[src/rtl/branch_predictor_seq.sv]
// Two-state branch predictor: a 2-bit saturating counter per PC index predicts
// one in-flight conditional jump and flushes to the corrected address on a miss.
module branch_predictor_seq #(
    parameter int         IDX_W    = 4,
    parameter logic [1:0] CNT_INIT = 2'b01
) (
    input  logic        clk,
    input  logic        reset,
    input  logic        enable,
    input  logic [21:0] I,
    input  logic [10:0] PC,
    input  logic        resolve_valid,
    input  logic        resolve_taken,
    output logic        predict_valid,
    output logic        predict_taken,
    output logic [10:0] next,
    output logic        busy,
    output logic        stall,
    output logic        flush,
    output logic [10:0] restore_pc
);

    // state     | meaning
    // S_IDLE    | no branch in flight, enable is accepted
    // S_PENDING | prediction issued, waiting for resolve_valid
    typedef enum logic {
        S_IDLE    = 1'b0,
        S_PENDING = 1'b1
    } state_t;

    localparam int DEPTH = 1 << IDX_W;

    state_t             r_state;
    logic [1:0]         r_table [DEPTH];
    logic [IDX_W-1:0]   r_idx;
    logic [10:0]        r_target;
    logic [10:0]        r_fall;
    logic               r_dir;

    logic [IDX_W-1:0]   w_idx;
    logic [10:0]        w_fall;
    logic               w_dir;
    logic [1:0]         w_cnt_cur;
    logic [1:0]         w_cnt_nxt;
    logic               w_unused;

    assign w_idx     = PC[IDX_W-1:0];
    assign w_fall    = PC + 11'd1;
    assign w_dir     = r_table[w_idx][1];
    assign w_cnt_cur = r_table[r_idx];
    assign w_unused  = ^I[21:11];

    assign busy  = (r_state == S_PENDING);
    assign stall = enable && busy;

    always_comb begin
        w_cnt_nxt = w_cnt_cur;
        if (resolve_taken) begin
            if (w_cnt_cur != 2'b11) w_cnt_nxt = w_cnt_cur + 2'b01;
        end else begin
            if (w_cnt_cur != 2'b00) w_cnt_nxt = w_cnt_cur - 2'b01;
        end
    end

    always_ff @(posedge clk or posedge reset) begin
        if (reset) begin
            r_state       <= S_IDLE;
            r_idx         <= '0;
            r_target      <= '0;
            r_fall        <= '0;
            r_dir         <= 1'b0;
            predict_valid <= 1'b0;
            predict_taken <= 1'b0;
            next          <= '0;
            flush         <= 1'b0;
            restore_pc    <= '0;
            for (int k = 0; k < DEPTH; k++) r_table[k] <= CNT_INIT;
        end else begin
            predict_valid <= 1'b0;
            flush         <= 1'b0;
            case (r_state)
                S_IDLE: begin
                    if (enable) begin
                        r_idx         <= w_idx;
                        r_target      <= I[10:0];
                        r_fall        <= w_fall;
                        r_dir         <= w_dir;
                        predict_valid <= 1'b1;
                        predict_taken <= w_dir;
                        next          <= w_dir ? I[10:0] : w_fall;
                        r_state       <= S_PENDING;
                    end
                end
                S_PENDING: begin
                    if (resolve_valid) begin
                        r_table[r_idx] <= w_cnt_nxt;
                        if (resolve_taken != r_dir) begin
                            flush      <= 1'b1;
                            restore_pc <= resolve_taken ? r_target : r_fall;
                        end
                        r_state <= S_IDLE;
                    end
                end
                default: r_state <= S_IDLE;
            endcase
        end
    end

endmodule

[config.mk]
export PLATFORM = sky130hd
export DESIGN_NAME = branch_predictor_seq
export DESIGN_NICKNAME = d
export VERILOG_FILES = /design/src/rtl/branch_predictor_seq.sv
export SDC_FILE = /design/constraint.sdc
export NUM_CORES = 1
export LEC_CHECK = 0
export BUFFER_PORTS_ARGS = -buffer_cell sky130_fd_sc_hd__buf_2
export CORE_MARGIN = 3
export CORE_UTILIZATION = 30
export DETAILED_ROUTE_END_ITERATION = 16
export HOLD_SLACK_MARGIN = 0.1
export PLACE_DENSITY = 0.48
export SLEW_MARGIN = 0
export SYNTH_ARGS = -nofsm -noshare
export SYNTH_HDL_FRONTEND = slang
export SYNTH_SLANG_ARGS = --single-unit
[constraint.sdc]
create_clock -name clk -period 3.2 [get_ports clk]
set_input_delay 0.32 -clock clk [delete_from_list [all_inputs] [get_ports clk]]
set_output_delay 0.32 -clock clk [all_outputs]
set_load 0.005 [all_outputs]
Yosys cells after proc, flatten, opt, wreduce, memory -nomap -nowiden
Index checks and enable logic that the tools add are counted.
Word-level totals
  bits in registers: 84
  output and inout bits: 27
  word-level logic and storage cells: 63
Operators by class
  add/subtract/negate cells: 3
  magnitude comparators: 3
  equal/unequal tests: 2
  mux-type cells: 21
  bitwise logic cells: 3
  reduce and logical (&&, ||, !) cells: 6
Operators by type and width (count)
  bitwise mux 32 bit: 1
  2-to-1 mux 11 bit: 2
  binary-select mux 2 bit (select 4 bit): 2
  2-to-1 mux 2 bit: 8
  adder 11 x 1 -> 11 bit (second input constant): 1
  greater-or-equal comparator 5 bit (second input constant): 2
  NOT 4 -> 5 bit: 2
  demux 2 bit (select 4 bit): 1
  2-to-1 mux 1 bit: 6
  < comparator 5 x 1 -> 1 bit (second input constant): 1
  AND reduction 2 bit: 2
  AND reduction 3 bit: 1
  adder 2 x 1 -> 2 bit (second input constant): 1
  logical AND 1 bit: 2
  inequality test 2 bit (second input constant): 1
  one-hot mux 1 bit (2 select lines): 1
  nonzero test 2 bit: 1
  subtractor 2 x 1 -> 2 bit (second input constant): 1
  inequality test 1 bit: 1
  NOT 1 bit: 1

Logic depth before layout (Yosys ltp)
  depth after elaboration: 8
  gate-level depth with buffers: 7
  depth with buffers taken out: 5

Worst setup path after synthesis
OpenSTA, ideal clock, no wires.
  path kind: in2reg
  start point: input port PC[2]
  end point: register r_dir
  library setup time: 0.125 ns
  arrival: 1.825 ns
  data required time: 3.075 ns
  setup slack: 1.250 ns
  stages: 6
  buffers on the path: 2
  path through: clkbuf_1 mux4_2 a22o_1 or2_1 buf_6 mux2_2
On the way
  longest elaborated chain between the ends: 4
RTL lines
  start: declaration: RTL line 11  | input logic [10:0] PC,
  NOT 4 -> 5 bit (not written as such): RTL line 49  | assign w_dir = r_table[w_idx][1];
  binary-select mux 2 bit (select 4 bit): RTL line 49
  2-to-1 mux 2 bit (not written as such) (2 in a row): RTL line 49
  end signal: assignment: RTL line 87  | r_dir <= w_dir;
  end: declaration: RTL line 38  | logic r_dir;
Every way passes these cells. The select of a mux whose other input is x is not followed.
A chain may end at the register's enable or synchronous reset.

Final worst setup path
  start point: register r_table[17] in the netlist's numbering
  end point: register r_dir
On the way
  longest elaborated chain between the ends: 3
RTL lines
  start: declaration: RTL line 34  | logic [1:0] r_table [DEPTH];
  start signal: indexed assignment: RTL line 96  | r_table[r_idx] <= w_cnt_nxt;
  binary-select mux 2 bit (select 4 bit): RTL line 49
  2-to-1 mux 2 bit (not written as such) (2 in a row): RTL line 49
Every way passes these cells. The select of a mux whose other input is x is not followed.

==> impl_metrics.ini <==
[outcome]
status = finished, final reports clean

[yosys]
synth_edf_count = 0
ys_async_sr_fraction_pct = 100
synth.avg_cell_area_sq_um = 11.0
yosysSeqAreaShare_pct = 51.6
yosys.area.top_type = dfrtp_1
synth.most_common_cell = nand2_1
yosysUniqueCellTypes = 41
synth_common_cells = nand2_1, dfrtp_1, mux2_2
post_synth_instance_area_sq_um = 4120
yosys_most_used_dff = dfrtp_1
postSynthCellCount = 374
ys_top_cells_by_area = dfrtp_1, dfstp_2, mux2_2, nand2_1, mux4_2
ys_ff_latch = 84
synthesis.nets = 413
yosys_warnings = 0
synth_top_area_share_pct = 41.3

[final_layout]
nets = 457
fin_cells = 599
drive_gt1_share_pct = 32.6
diodes = 0
syn_to_final_growth_pct = 16.9
fin_area_sq_um = 4810
fillers = 1366
fin_util_pct = 36.1

[route]
wire_per_inst_um = 16.6
drtIter0Drc = 206
drc_errors = 0
totalWireLength_um = 9970
via_count = 2945
ant_nets = 0
dr.pass1.iters = 4
avgViaCountPerCell = 4.92

[die]
die-area_sq_um = 15200
num_io_pins = 65
core_region_area_sq_um = 13300
fp-row-count = 42
die_x_um = 123
fp.dieH_um = 123
start_util_pct = 30.8

[cts]
cts_max_path_buffers = 2
cts_setup_buffers = 0
holdBufCountCts = 0
numCtsBuffers = 9
ctsResizeCount = 0
htreeDepth = 3
clk_pin_slew_worst_paths_ns = 0.06
insertion_delay_ns = 0.34
root_buffer = clkbuf_16
cts.sinks = 84
cts_tree = done

[sta]
finalHoldViolations = 0
slew_headroom_pct = 47.8
drv_slew = 0
skew_ns = 0.00726
min_period_over_period_pct = 70.9
rsz0062_at_grt = no
period_needed_ns = 2.27
hold_slack_ns = 0.102
fin_ws_ns = 0.931
setup_viol = 0
fmax_ghz = 0.441
tns_ns = 0
tightest_slew_ns = 0.783

[setup_path]
crit_path_top_delay_cell = or2_1
end_kind = register
critPathRequiredTime_ns = 3.42
crit_chain = mux4_2 > a22o_1 > or2_1 > mux2_2
worstPathArrival_ns = 2.49
max_stage_delay_ns = 0.52
crit_fanout = 13
startpoint_type = register
critical_path_class = register to register

[power]
power_switching_mw = 1.24
p_int_mw = 2.72
pwr-share-comb_pct = 29.2
vdd_ir_drop_max_mv = 0.294
pwr-share-seq_pct = 45.2
switching_share_pct = 31.3
power_density_nw_per_um2 = 822
p_leak_nw = 2.17
clkPwrFrac_pct = 25.6
power_mw = 3.95

[grt]
grt_pass1_vias = 2940
gr-total-overflow = 0
grt_usage_pct = 13.9
antenna_found_initial = 0
grt_max_degree = 50
grt_pass1_wl_um = 16100

[placement]
routabilityCongestion = 0.782
placed_cells = 583
dp_slack_ns = 0.639
dp_hpwl_um = 6860
io_buffer_count = 53
placed_area_sq_um = 4530

[run]
cap_violations = 0

[worst_hold_path]
hold_class = input pin to asynchronous set/reset pin
placed cells by master (no fill, tap or decap), types with 5 or more instances in the layout:
master	synthesis	final
nand2_1	80	80
dfrtp_1	68	68
buf_2	3	53
mux2_2	31	31
nor2_1	29	29
a21oi_1	17	17
dfstp_2	16	16
o21bai_1	15	15
mux4_2	12	12
mux2i_1	11	11
clkbuf_16	0	9
o21ai_0	7	7
o311ai_2	6	6
nand4_1	5	5
xor2_1	5	5
xnor2_1	5	5
cells by family (layout without fill, tap and decap cells):
group,after synthesis,count (layout),share of synthesized area (%)
AOI/OAI and AO/OA,60,60,10.6
xor gates and xnor gates,10,10,2.13
adders and majority gates,1,1,0.304
buffers and inverters,26,75,2.83
DFF,84,84,51.6
muxes,56,56,18.3
and+or+nand+nor,137,137,14.3
registers in the layout, summed over array words and instances (netlist names):
name           count
busy               1
restore_pc        11
r_table           32
r_target          11
r_dir              1
flush              1
next              11
r_idx              4
r_fall            11
predict_valid      1
power groups by stage:
| stage | Sequential (mW) | Combinational (mW) | Clock, mW |
|---|---|---|---|
| after floorplan | 1.72 | 0.870 | 0 |
| after global placement | 1.80 | 1.14 | 0 |
| after detailed placement | 1.81 | 1.17 | 0 |
| after CTS | 1.79 | 1.18 | 1.05 |
| after global routing | 1.85 | 1.31 | 1.09 |
| final | 1.79 | 1.16 | 1.01 |
routing by layer:
layer | up-vias | GRT usage [%] | part of all wire, %
met5 | - | 0 | 0
met4 | 0 | 3.67 | 1.3
met3 | 12 | 3.39 | 5.3
met2 | 68 | 23.0 | 48
met1 | 1465 | 18.1 | 45
li1 | 1400 | - | -
worst max-delay path: cells and delay by family (launching register included):
family             cells  cell delay, ns
muxes                  2            0.82
and+or+nand+nor        1            0.52
DFF                    1            0.40
AOI/OAI and AO/OA      1            0.41
area by class of cell:
class / instances / area [sq um] / area share (%)
flip-flops and latches: 84 / 2120 / 44.1
multi-input cells: 264 / 1880 / 39.1
repair buffers: 57 / 295 / 6.13
clock buffers: 12 / 236 / 4.91
well taps: 176 / 220 / 4.57
clock inverters: 4 / 50.0 / 1.04
inverters: 2 / 8.76 / 0.182
worst paths after layout:
path                                          from                 endpoint  slack [ns]  cells past startpoint
max                        r_table[17]$_DFFE_PP0P_        r_dir$_DFFE_PP0P_        0.93                      4
min                                          reset          flush$_DFF_PP0_        0.10                      2
max reg2reg                r_table[17]$_DFFE_PP0P_        r_dir$_DFFE_PP0P_        0.93                      4
min reg2reg                r_target[3]$_DFFE_PP0P_  r_target[3]$_DFFE_PP0P_        0.47                      2
max in group asynchronous                    reset  r_table[10]$_DFFE_PP1P_        2.26                      3
min in group clk                              I[6]  r_target[6]$_DFFE_PP0P_        0.19                      3
(Power assumes the default switching activity.)
